**src/rtl/spi_char_writer.sv**
```systemverilog
// SPI mode-0 slave, oversampled in the clk domain, that writes character frames
// (address byte + burst of data bytes, or a single command byte) into the LCD character RAM.
//
// state | meaning
// IDLE  | waiting for a CS_N falling edge
// ADDR  | first byte of frame: address or command
// DATA  | burst data bytes, one RAM write per byte
// CMD   | frame consumed or rejected; ignore bytes until CS_N rises
module spi_char_writer #(
  parameter int SYNC_STAGES = 2,
  parameter int ADDR_LIMIT  = 32
) (
  input  logic       clk,
  input  logic       sysrst,
  input  logic       spi_sclk,
  input  logic       spi_mosi,
  input  logic       spi_cs_n,
  output logic       spi_miso,
  output logic [7:0] addressDsp,
  output logic [7:0] dataDsp,
  output logic       wren,
  output logic       update,
  output logic       frame_err
);

  typedef enum logic [1:0] {IDLE, ADDR, DATA, CMD} state_t;

  localparam logic [7:0] LIMIT8   = 8'(ADDR_LIMIT);
  localparam logic [7:0] FILL_CYC = 8'(SYNC_STAGES + 1);

  logic [SYNC_STAGES-1:0] sclk_sync_q, sclk_sync_d;
  logic [SYNC_STAGES-1:0] mosi_sync_q, mosi_sync_d;
  logic [SYNC_STAGES-1:0] cs_sync_q, cs_sync_d;
  logic       sclk_d1_q, sclk_d1_d;
  logic       cs_d1_q, cs_d1_d;
  logic [7:0] fill_cnt_q, fill_cnt_d;
  logic       armed_q, armed_d;
  state_t     state_q, state_d;
  logic [2:0] bit_cnt_q, bit_cnt_d;
  logic [6:0] rx_shift_q, rx_shift_d;
  logic [7:0] tx_shift_q, tx_shift_d;
  logic [6:0] addr_q, addr_d;
  logic [6:0] addr_out_q, addr_out_d;
  logic [7:0] data_out_q, data_out_d;
  logic       wren_q, wren_d;
  logic       update_q, update_d;
  logic       err_q, err_d;
  logic       miso_q, miso_d;

  logic       sclk_s, mosi_s, cs_s;
  logic       sclk_rise, sclk_fall, cs_fall, cs_rise, cs_low;
  logic [7:0] byte_val;
  logic       byte_done;
  logic [7:0] addr_inc;

  assign sclk_s    = sclk_sync_q[SYNC_STAGES-1];
  assign mosi_s    = mosi_sync_q[SYNC_STAGES-1];
  assign cs_s      = cs_sync_q[SYNC_STAGES-1];
  assign sclk_rise = sclk_s & ~sclk_d1_q;
  assign sclk_fall = ~sclk_s & sclk_d1_q;
  // A CS_N fall only opens a frame once CS_N has been seen high after reset,
  // so a frame interrupted by reset is never resumed.
  assign cs_fall   = cs_d1_q & ~cs_s & armed_q;
  assign cs_rise   = ~cs_d1_q & cs_s;
  assign cs_low    = ~cs_d1_q;
  assign byte_val  = {rx_shift_q, mosi_s};
  assign byte_done = sclk_rise & cs_low & (bit_cnt_q == 3'd7);
  assign addr_inc  = {1'b0, addr_q} + 8'd1;

  always_comb begin
    sclk_sync_d = {sclk_sync_q[SYNC_STAGES-2:0], spi_sclk};
    mosi_sync_d = {mosi_sync_q[SYNC_STAGES-2:0], spi_mosi};
    cs_sync_d   = {cs_sync_q[SYNC_STAGES-2:0], spi_cs_n};
    sclk_d1_d   = sclk_s;
    cs_d1_d     = cs_s;
    fill_cnt_d  = (fill_cnt_q != FILL_CYC) ? fill_cnt_q + 8'd1 : fill_cnt_q;
    armed_d     = armed_q | ((fill_cnt_q == FILL_CYC) & cs_s & cs_d1_q);
    state_d     = state_q;
    bit_cnt_d   = bit_cnt_q;
    rx_shift_d  = rx_shift_q;
    tx_shift_d  = tx_shift_q;
    addr_d      = addr_q;
    addr_out_d  = addr_out_q;
    data_out_d  = data_out_q;
    wren_d      = 1'b0;
    update_d    = 1'b0;
    err_d       = err_q;

    if (sclk_rise && cs_low) begin
      rx_shift_d = byte_val[6:0];
      bit_cnt_d  = bit_cnt_q + 3'd1;
    end

    // The falling edge right after a byte completes is skipped so the echoed
    // MSB is still on MISO for the master's first sample of the next byte.
    if (byte_done) begin
      tx_shift_d = byte_val;
    end else if (sclk_fall && cs_low && (bit_cnt_q != 3'd0)) begin
      tx_shift_d = {tx_shift_q[6:0], 1'b0};
    end

    case (state_q)
      IDLE: begin
        if (cs_fall) begin
          state_d    = ADDR;
          bit_cnt_d  = 3'd0;
          tx_shift_d = 8'h00;
        end
      end
      ADDR: begin
        if (byte_done) begin
          if (!byte_val[7]) begin
            if ({1'b0, byte_val[6:0]} < LIMIT8) begin
              addr_d  = byte_val[6:0];
              state_d = DATA;
            end else begin
              err_d   = 1'b1;
              state_d = CMD;
            end
          end else begin
            if (byte_val == 8'h80)      update_d = 1'b1;
            else if (byte_val == 8'hC0) err_d    = 1'b0;
            else                        err_d    = 1'b1;
            state_d = CMD;
          end
        end
      end
      DATA: begin
        if (byte_done) begin
          wren_d     = 1'b1;
          data_out_d = byte_val;
          addr_out_d = addr_q;
          addr_d     = (addr_inc == LIMIT8) ? 7'd0 : addr_inc[6:0];
        end
      end
      CMD: begin
      end
      default: state_d = IDLE;
    endcase

    if (cs_rise) begin
      if ((state_q != IDLE) && (bit_cnt_q != 3'd0) && !byte_done) err_d = 1'b1;
      state_d   = IDLE;
      bit_cnt_d = 3'd0;
    end

    miso_d = ~cs_s & tx_shift_d[7];
  end

  always_ff @(posedge clk or posedge sysrst) begin
    if (sysrst) begin
      sclk_sync_q <= '0;
      mosi_sync_q <= '0;
      cs_sync_q   <= '1;
      sclk_d1_q   <= 1'b0;
      cs_d1_q     <= 1'b1;
      fill_cnt_q  <= 8'd0;
      armed_q     <= 1'b0;
      state_q     <= IDLE;
      bit_cnt_q   <= 3'd0;
      rx_shift_q  <= 7'd0;
      tx_shift_q  <= 8'd0;
      addr_q      <= 7'd0;
      addr_out_q  <= 7'd0;
      data_out_q  <= 8'd0;
      wren_q      <= 1'b0;
      update_q    <= 1'b0;
      err_q       <= 1'b0;
      miso_q      <= 1'b0;
    end else begin
      sclk_sync_q <= sclk_sync_d;
      mosi_sync_q <= mosi_sync_d;
      cs_sync_q   <= cs_sync_d;
      sclk_d1_q   <= sclk_d1_d;
      cs_d1_q     <= cs_d1_d;
      fill_cnt_q  <= fill_cnt_d;
      armed_q     <= armed_d;
      state_q     <= state_d;
      bit_cnt_q   <= bit_cnt_d;
      rx_shift_q  <= rx_shift_d;
      tx_shift_q  <= tx_shift_d;
      addr_q      <= addr_d;
      addr_out_q  <= addr_out_d;
      data_out_q  <= data_out_d;
      wren_q      <= wren_d;
      update_q    <= update_d;
      err_q       <= err_d;
      miso_q      <= miso_d;
    end
  end

  assign spi_miso   = miso_q;
  assign addressDsp = {1'b0, addr_out_q};
  assign dataDsp    = data_out_q;
  assign wren       = wren_q;
  assign update     = update_q;
  assign frame_err  = err_q;

endmodule
```
**config.mk**
```make
export PLATFORM = sky130hd
export DESIGN_NAME = spi_char_writer
export DESIGN_NICKNAME = d
export VERILOG_FILES = /design/src/rtl/spi_char_writer.sv
export SDC_FILE = /design/constraint.sdc
export NUM_CORES = 1
export LEC_CHECK = 0
export CELL_PAD_IN_SITES_DETAIL_PLACEMENT = 2
export CELL_PAD_IN_SITES_GLOBAL_PLACEMENT = 2
export CORE_MARGIN = 8
export CORE_UTILIZATION = 30
export CTS_BUF_LIST = sky130_fd_sc_hd__clkbuf_4
export DETAILED_ROUTE_END_ITERATION = 8
export PLACE_DENSITY = 0.72
export SLEW_MARGIN = 20
export SYNTH_ARGS = -nofsm -noshare
export SYNTH_HDL_FRONTEND = slang
export SYNTH_SLANG_ARGS = --single-unit
```
**constraint.sdc**
```tcl
create_clock -name clk -period 3.15 [get_ports clk]
set_input_delay 0.4725 -clock clk [delete_from_list [all_inputs] [get_ports clk]]
set_output_delay 0.4725 -clock clk [all_outputs]
set_load 0.02 [all_outputs]
```
==> summary.txt, run 1 <==
status: complete, no violations
Overflow after GRT: 0
DIE AREA: 0.0128 mm2
CTS H-tree depth: 3
share of post-route cells with drive strength above 1: 0.180
Critical Path Source: sclk_d1_q$_DFF_PP0_
Port Buf Inserts: 23
top_reg_cell synth: dfrtp_1
Async SR Flop Fraction: 1.00
worst hold start: sclk_sync_q[0]$_DFF_PP0_
Non-Filler Instances: 383
first-pass GRT wire length: 11,500 um
# DRC: 0
CTS Sinks: 63
Endpoint, Worst Hold: sclk_sync_q[1]$_DFF_PP0_
routed via count: 1,962
Fin Clk Skew: 11.9 ps
most common cell after layout, fill and taps aside: dfrtp_1
WS Path Type: reg -> reg
Die H: 113 um
most frequent CP cell: o21ai_0
CTS Hold Bufs: 0
routed len/inst: 17.5 um
crit path max fanout: 20
Hold Path Stages: 0
worst path bufs/invs: 0
clock tree buffer depth: 2
reg2reg path depth: 5
# rows: 35
largest net degree at the start of global routing: 33
Antenna diodes: 0
fmax: 497 MHz
first-pass detailed-route iteration total: 4
slowest cell delay on critical path: 470 ps
Worst-Skew Late Latency: 410 ps
Synth Register Bits: 63
Fin Hold WS: 363 ps
Crit-path slowest cell: nand2_1
Netlist cell types: 55
Root Buffer: clkbuf_4
Initial Util: 0.309
clock-pin slew of the registers on the worst-case setup and hold paths: 100 ps
DP Worst Slack: 1150 ps
yosys warns: 0
max-cap viol count: 0
Syn Inst Count: 242
leakage: 1.50 nW
worst reg2reg startpoint: sclk_d1_q$_DFF_PP0_
Worst VDD drop: 0.000217 V
Setup TNS Final: 0 ps
vias in the first global route: 2,217
crit-path cells: nor3b_1 > nand2_1 > a21o_1 > o21ai_0 > o21ai_0
min-delay worst type: reg -> reg
time the worst path needs with I/O delays and setup: 2010 ps
Vias/cell: 5.12
Tcrit/Tclk final: 0.639
Netlist Area Pre-Place: 0.00284 mm2
RSZ-0062 raised after global routing: no
data required time of the critical path: 3430 ps
register area share after synthesis: 0.556
gp weighted congestion: 0.760
Final #Nets: 277
core area: 0.00920 mm2
reg-to-reg endpoint: addr_q[4]$_DFFE_PP0P_
CTS Buf Count: 9
io pins: 25
antenna viol nets, final: 0
fin. max-slew vios: 0
FILL cells: 988
Post-Place Cells: 367
Post-CTS Setup Bufs: 0
TritonCTS clock tree: built
setup ws final: 1140 ps
Tot GR Track Use: 0.113
final hold vios: 0
Finish-stage setup viols: 0
post-DP HPWL: 4780 um
initial antenna violation count: 0
DR iter-0 viols: 58
Post-CTS Resized: 0
Die W: 113 um
Critical Path AT: 2290 ps
Cell Pwr Density: 486 mW/mm2
drt total wl: 6690 um
Mapped Nets: 252
Worst R2R Setup Slack: 1140 ps
Area growth syn-to-layout: 15.6%
CP startpoint kind: register
most frequent cells in the layout: dfrtp_1 (60), clkdlybuf4s50_1 (23), nor2_1 (21), mux2_2 (21), nand2_1 (17)
Post-synth EDFFs: 0
mean post-synth cell area: 11.7 um2
Worst Max-Slew Pin Slew: 703 ps
CP top delay family: simple AND/OR/NAND/NOR gates
CP endpoint kind: register
Max-slew headroom: 0.530
-- kinds of logic (layout without fill, tap and decap cells) --
group           after synthesis  after routing  synth area share
compound gates               43             43             0.106
xor+xnor                      8              8            0.0247
fa+ha+maj                     5              5            0.0220
buf+inv                      18             48            0.0317
flops                        63             63             0.556
mux                          30             30             0.117
other cells                   1              1           0.00132
simple gates                 74             74             0.141
-- sequential cells by signal, indices dropped and copies added, names as in the netlist --
| register | flops |
|---|---|
| addr_out_q | 7 |
| addr_q | 7 |
| armed_q | 1 |
| bit_cnt_q | 3 |
| cs_d1_q | 1 |
| cs_sync_q | 2 |
| dataDsp | 8 |
| fill_cnt_q | 8 |
| frame_err | 1 |
| mosi_sync_q | 2 |
| rx_shift_q | 7 |
| sclk_d1_q | 1 |
| sclk_sync_q | 2 |
| spi_miso | 1 |
| state_q | 2 |
| tx_shift_q | 8 |
| update | 1 |
| wren | 1 |
-- metrics by stage --
step / utilization / total power [mW] / area (um2)
floorplan: - / 1.07 / 2840
global placement: 0.345 / 1.16 / 3180
detailed placement: 0.345 / 1.17 / 3180
CTS: 0.357 / 1.63 / 3280
global route: 0.357 / 1.68 / 3280
finish: 0.357 / 1.60 / 3280
-- power breakdown --
part	internal (mW)	switching [mW]	leakage, nW
registers	0.863	0.101	0.827
logic	0.0873	0.0950	0.620
clock network	0.154	0.296	0.0544
total	1.10	0.492	1.50
-- cell type report --
| cell class | instances | area, um2 | area share |
|---|---|---|---|
| sequential | 63 | 1580 | 0.481 |
| multi-input combinational | 161 | 1170 | 0.356 |
| timing repair buffer | 26 | 265 | 0.0808 |
| tap | 111 | 139 | 0.0423 |
| clock buffer | 9 | 67.6 | 0.0206 |
| clock inverter | 7 | 40.0 | 0.0122 |
| inverter | 6 | 22.5 | 0.00686 |
-- cells in the mapped netlist (2+ instances only) --
master    instances  area share
dfrtp_1          60        0.53
or3_1             2      0.0044
nand2_1          17       0.022
nand4_1           2      0.0044
o21ai_0           9       0.016
nor3_1            6       0.011
nor4b_1           2      0.0062
nor2_1           21       0.028
nor2b_1           3      0.0066
ha_1              5       0.022
a21oi_1           7       0.012
mux2_2           21       0.083
a211oi_1          8       0.021
inv_1             6      0.0079
dfstp_2           3       0.028
xnor2_1           7       0.022
mux2i_1           8       0.028
and2_1            3      0.0066
a21o_1            2      0.0053
buf_2             9       0.016
nand3_1           7       0.012
-- how the worst max path moves through the flow --
stage	cells past startpoint	to	slack [ps]
floorplan	1	addr_out_q[0]$_DFFE_PP0P_	1110
global placement	5	addr_q[1]$_DFFE_PP0P_	1290
detailed placement	5	spi_miso$_DFF_PP0_	1150
CTS	5	spi_miso$_DFF_PP0_	1130
global route	5	spi_miso$_DFF_PP0_	900
finish	5	addr_q[4]$_DFFE_PP0P_	1140
-- metal layers --
layer | routed length (um) | GRT usage
met3 | 218 | 0.0325
met4 | 70 | 0.0453
met1 | 2970 | 0.133
met5 | 0 | 0
met2 | 3430 | 0.191
Note: power is estimated with default switching activity, not from simulation.
==> inputs of run 2 (changes only) <==
Clock period 3.15 ns to 2 ns, I/O delays scaled along.
==> summary.txt, run 2 (synthesized netlist as in run 1, its figures left out) <==
Pwr Total: 2.69 mW
first-pass detailed-route iteration total: 4
fin. max-slew vios: 0
Worst VDD drop: 0.000292 V
gp weighted congestion: 0.723
FF+latch area: 0.00158 mm2
CTS Hold Bufs: 0
Final #Nets: 286
Worst-Skew Late Latency: 420 ps
# DRC: 0
largest net degree at the start of global routing: 64
WS Path Type: reg -> reg
drt total wl: 6990 um
Cell Pwr Density: 786 mW/mm2
most frequent cells in the layout: dfrtp_1 (60), clkdlybuf4s50_1 (23), nor2_1 (21), mux2_2 (21), nand2_1 (17)
FILL cells: 978
Worst R2R Setup Slack: 150 ps
Metal-1 WL: 3090 um
routed wl met2: 3580 um
DIE AREA: 0.0128 mm2
CTS Buf Count: 9
Die W: 113 um
time the worst path needs with I/O delays and setup: 1850 ps
clock-pin slew of the registers on the worst-case setup and hold paths: 120 ps
Tcrit/Tclk final: 0.924
RSZ-0062 raised after global routing: no
# rows: 35
CP endpoint kind: register
initial antenna violation count: 0
Antenna diodes: 0
CP startpoint kind: register
first-pass GRT wire length: 12,000 um
share of post-route cells with drive strength above 1: 0.224
Overflow after GRT: 0
dpl cell area: 0.00321 mm2
reg-to-reg endpoint: tx_shift_q[1]$_DFF_PP0_
vias in the first global route: 2,304
io pins: 25
Post-Layout Inst Area: 0.00341 mm2
Multi-input gate area: 0.00120 mm2
data required time of the critical path: 2310 ps
antenna viol nets, final: 0
Max-slew headroom: 0.628
routed via count: 2,025
TritonCTS clock tree: built
most common cell after layout, fill and taps aside: dfrtp_1
top sig layer: met4
reg2reg path depth: 6
DR iter-0 viols: 62
clock tree buffer depth: 2
final hold vios: 0
post-DP HPWL: 4760 um
worst reg2reg startpoint: bit_cnt_q[0]$_DFF_PP0_
CTS H-tree depth: 3
Root Buffer: clkbuf_4
Port Buf Inserts: 23
WL met3: 197 um
min-delay worst type: in -> async
Vias/cell: 5.17
Die H: 113 um
final core occ: 0.371
CTS Sinks: 63
Initial Util: 0.309
crit path max fanout: 13
Worst Max-Slew Pin Slew: 558 ps
leakage: 1.54 nW
Critical Path AT: 2160 ps
Fin Clk Skew: 19.4 ps
routed len/inst: 17.8 um
max-cap viol count: 0
core area: 0.00920 mm2
status: complete, no violations
Area growth syn-to-layout: 20.2%
Tot GR Track Use: 0.117
fmax: 541 MHz
Finish-stage setup viols: 0
run 2: changes by cell type in the layout (fill, tap and decap cells not counted), sizes merged:
| cell | previous run | this run |
|---|---|---|
| bufinv | 0 | 1 |
| clkbuf | 9 | 10 |
| buf | 3 | 12 |
| clkinv | 5 | 3 |
run 2: repair_timing:
action,4_1_cts,5_1_grt
buffers inserted,0,4
resized for setup,1,4
gates cloned,0,0
pin swaps,0,1
endpoints found under the setup margin,1,10
run 2: layout make-up:
cell class | count | share of cell area
clock buffer | 10 | 0.0220
clock inverter | 6 | 0.0183
inverter | 6 | 0.00660
multi-input combinational | 161 | 0.352
sequential | 63 | 0.463
tap | 111 | 0.0407
timing repair buffer | 35 | 0.0975
run 2: power breakdown:
part	total, mW	leakage, nW	internal, mW	switching (mW)
registers	1.51	0.827	1.36	0.152
clock network	0.881	0.0700	0.391	0.490
logic	0.293	0.647	0.142	0.151
run 2: per-stage QoR:
stage / std cells / worst slack, ps / setup TNS (ps) / hold WS, ps
global route: 392 / 22.2 / 0 / 273
detailed placement: 372 / -1.86 / -1.86 / 339
finish: 392 / 152 / 0 / 260
global placement: 372 / 142 / 0 / 335
floorplan: 242 / 135 / 0 / 304
CTS: 388 / 57.3 / 0 / 245
run 2: worst max path at each step:
stage	slack, ps	cells after the start	to	startpoint
3_5_place_dp	-2	7	spi_miso$_DFF_PP0_	bit_cnt_q[0]$_DFF_PP0_
6_report	150	6	tx_shift_q[1]$_DFF_PP0_	bit_cnt_q[0]$_DFF_PP0_
3_3_place_gp	140	7	spi_miso$_DFF_PP0_	bit_cnt_q[0]$_DFF_PP0_
5_1_grt	20	5	addr_q[4]$_DFFE_PP0P_	sclk_d1_q$_DFF_PP0_
4_1_cts	60	7	spi_miso$_DFF_PP0_	bit_cnt_q[0]$_DFF_PP0_
2_1_floorplan	140	1	addr_out_q[0]$_DFFE_PP0P_	sysrst
run 2: worst max-delay path, cell delays in order (launching register included):
cell and delay (ps):
dfrtp_1 430, ha_1 210, ha_1 190, nand2_1 400
buf_4 250, nor2_1 50, a211oi_1 220
run 2: metal layers:
metal / vias up / GRT usage
met5: - / 0
met3: 11 / 0.0325
met4: 0 / 0.0453
li1: 938 / -
met2: 22 / 0.200
met1: 1054 / 0.136
==> inputs of run 3 (changes only) <==
Settings changed: CTS_CLUSTER_SIZE set to 10.
==> results of run 3 <==
Same layout as run 2: the final DEF is identical, and so are final timing and power.
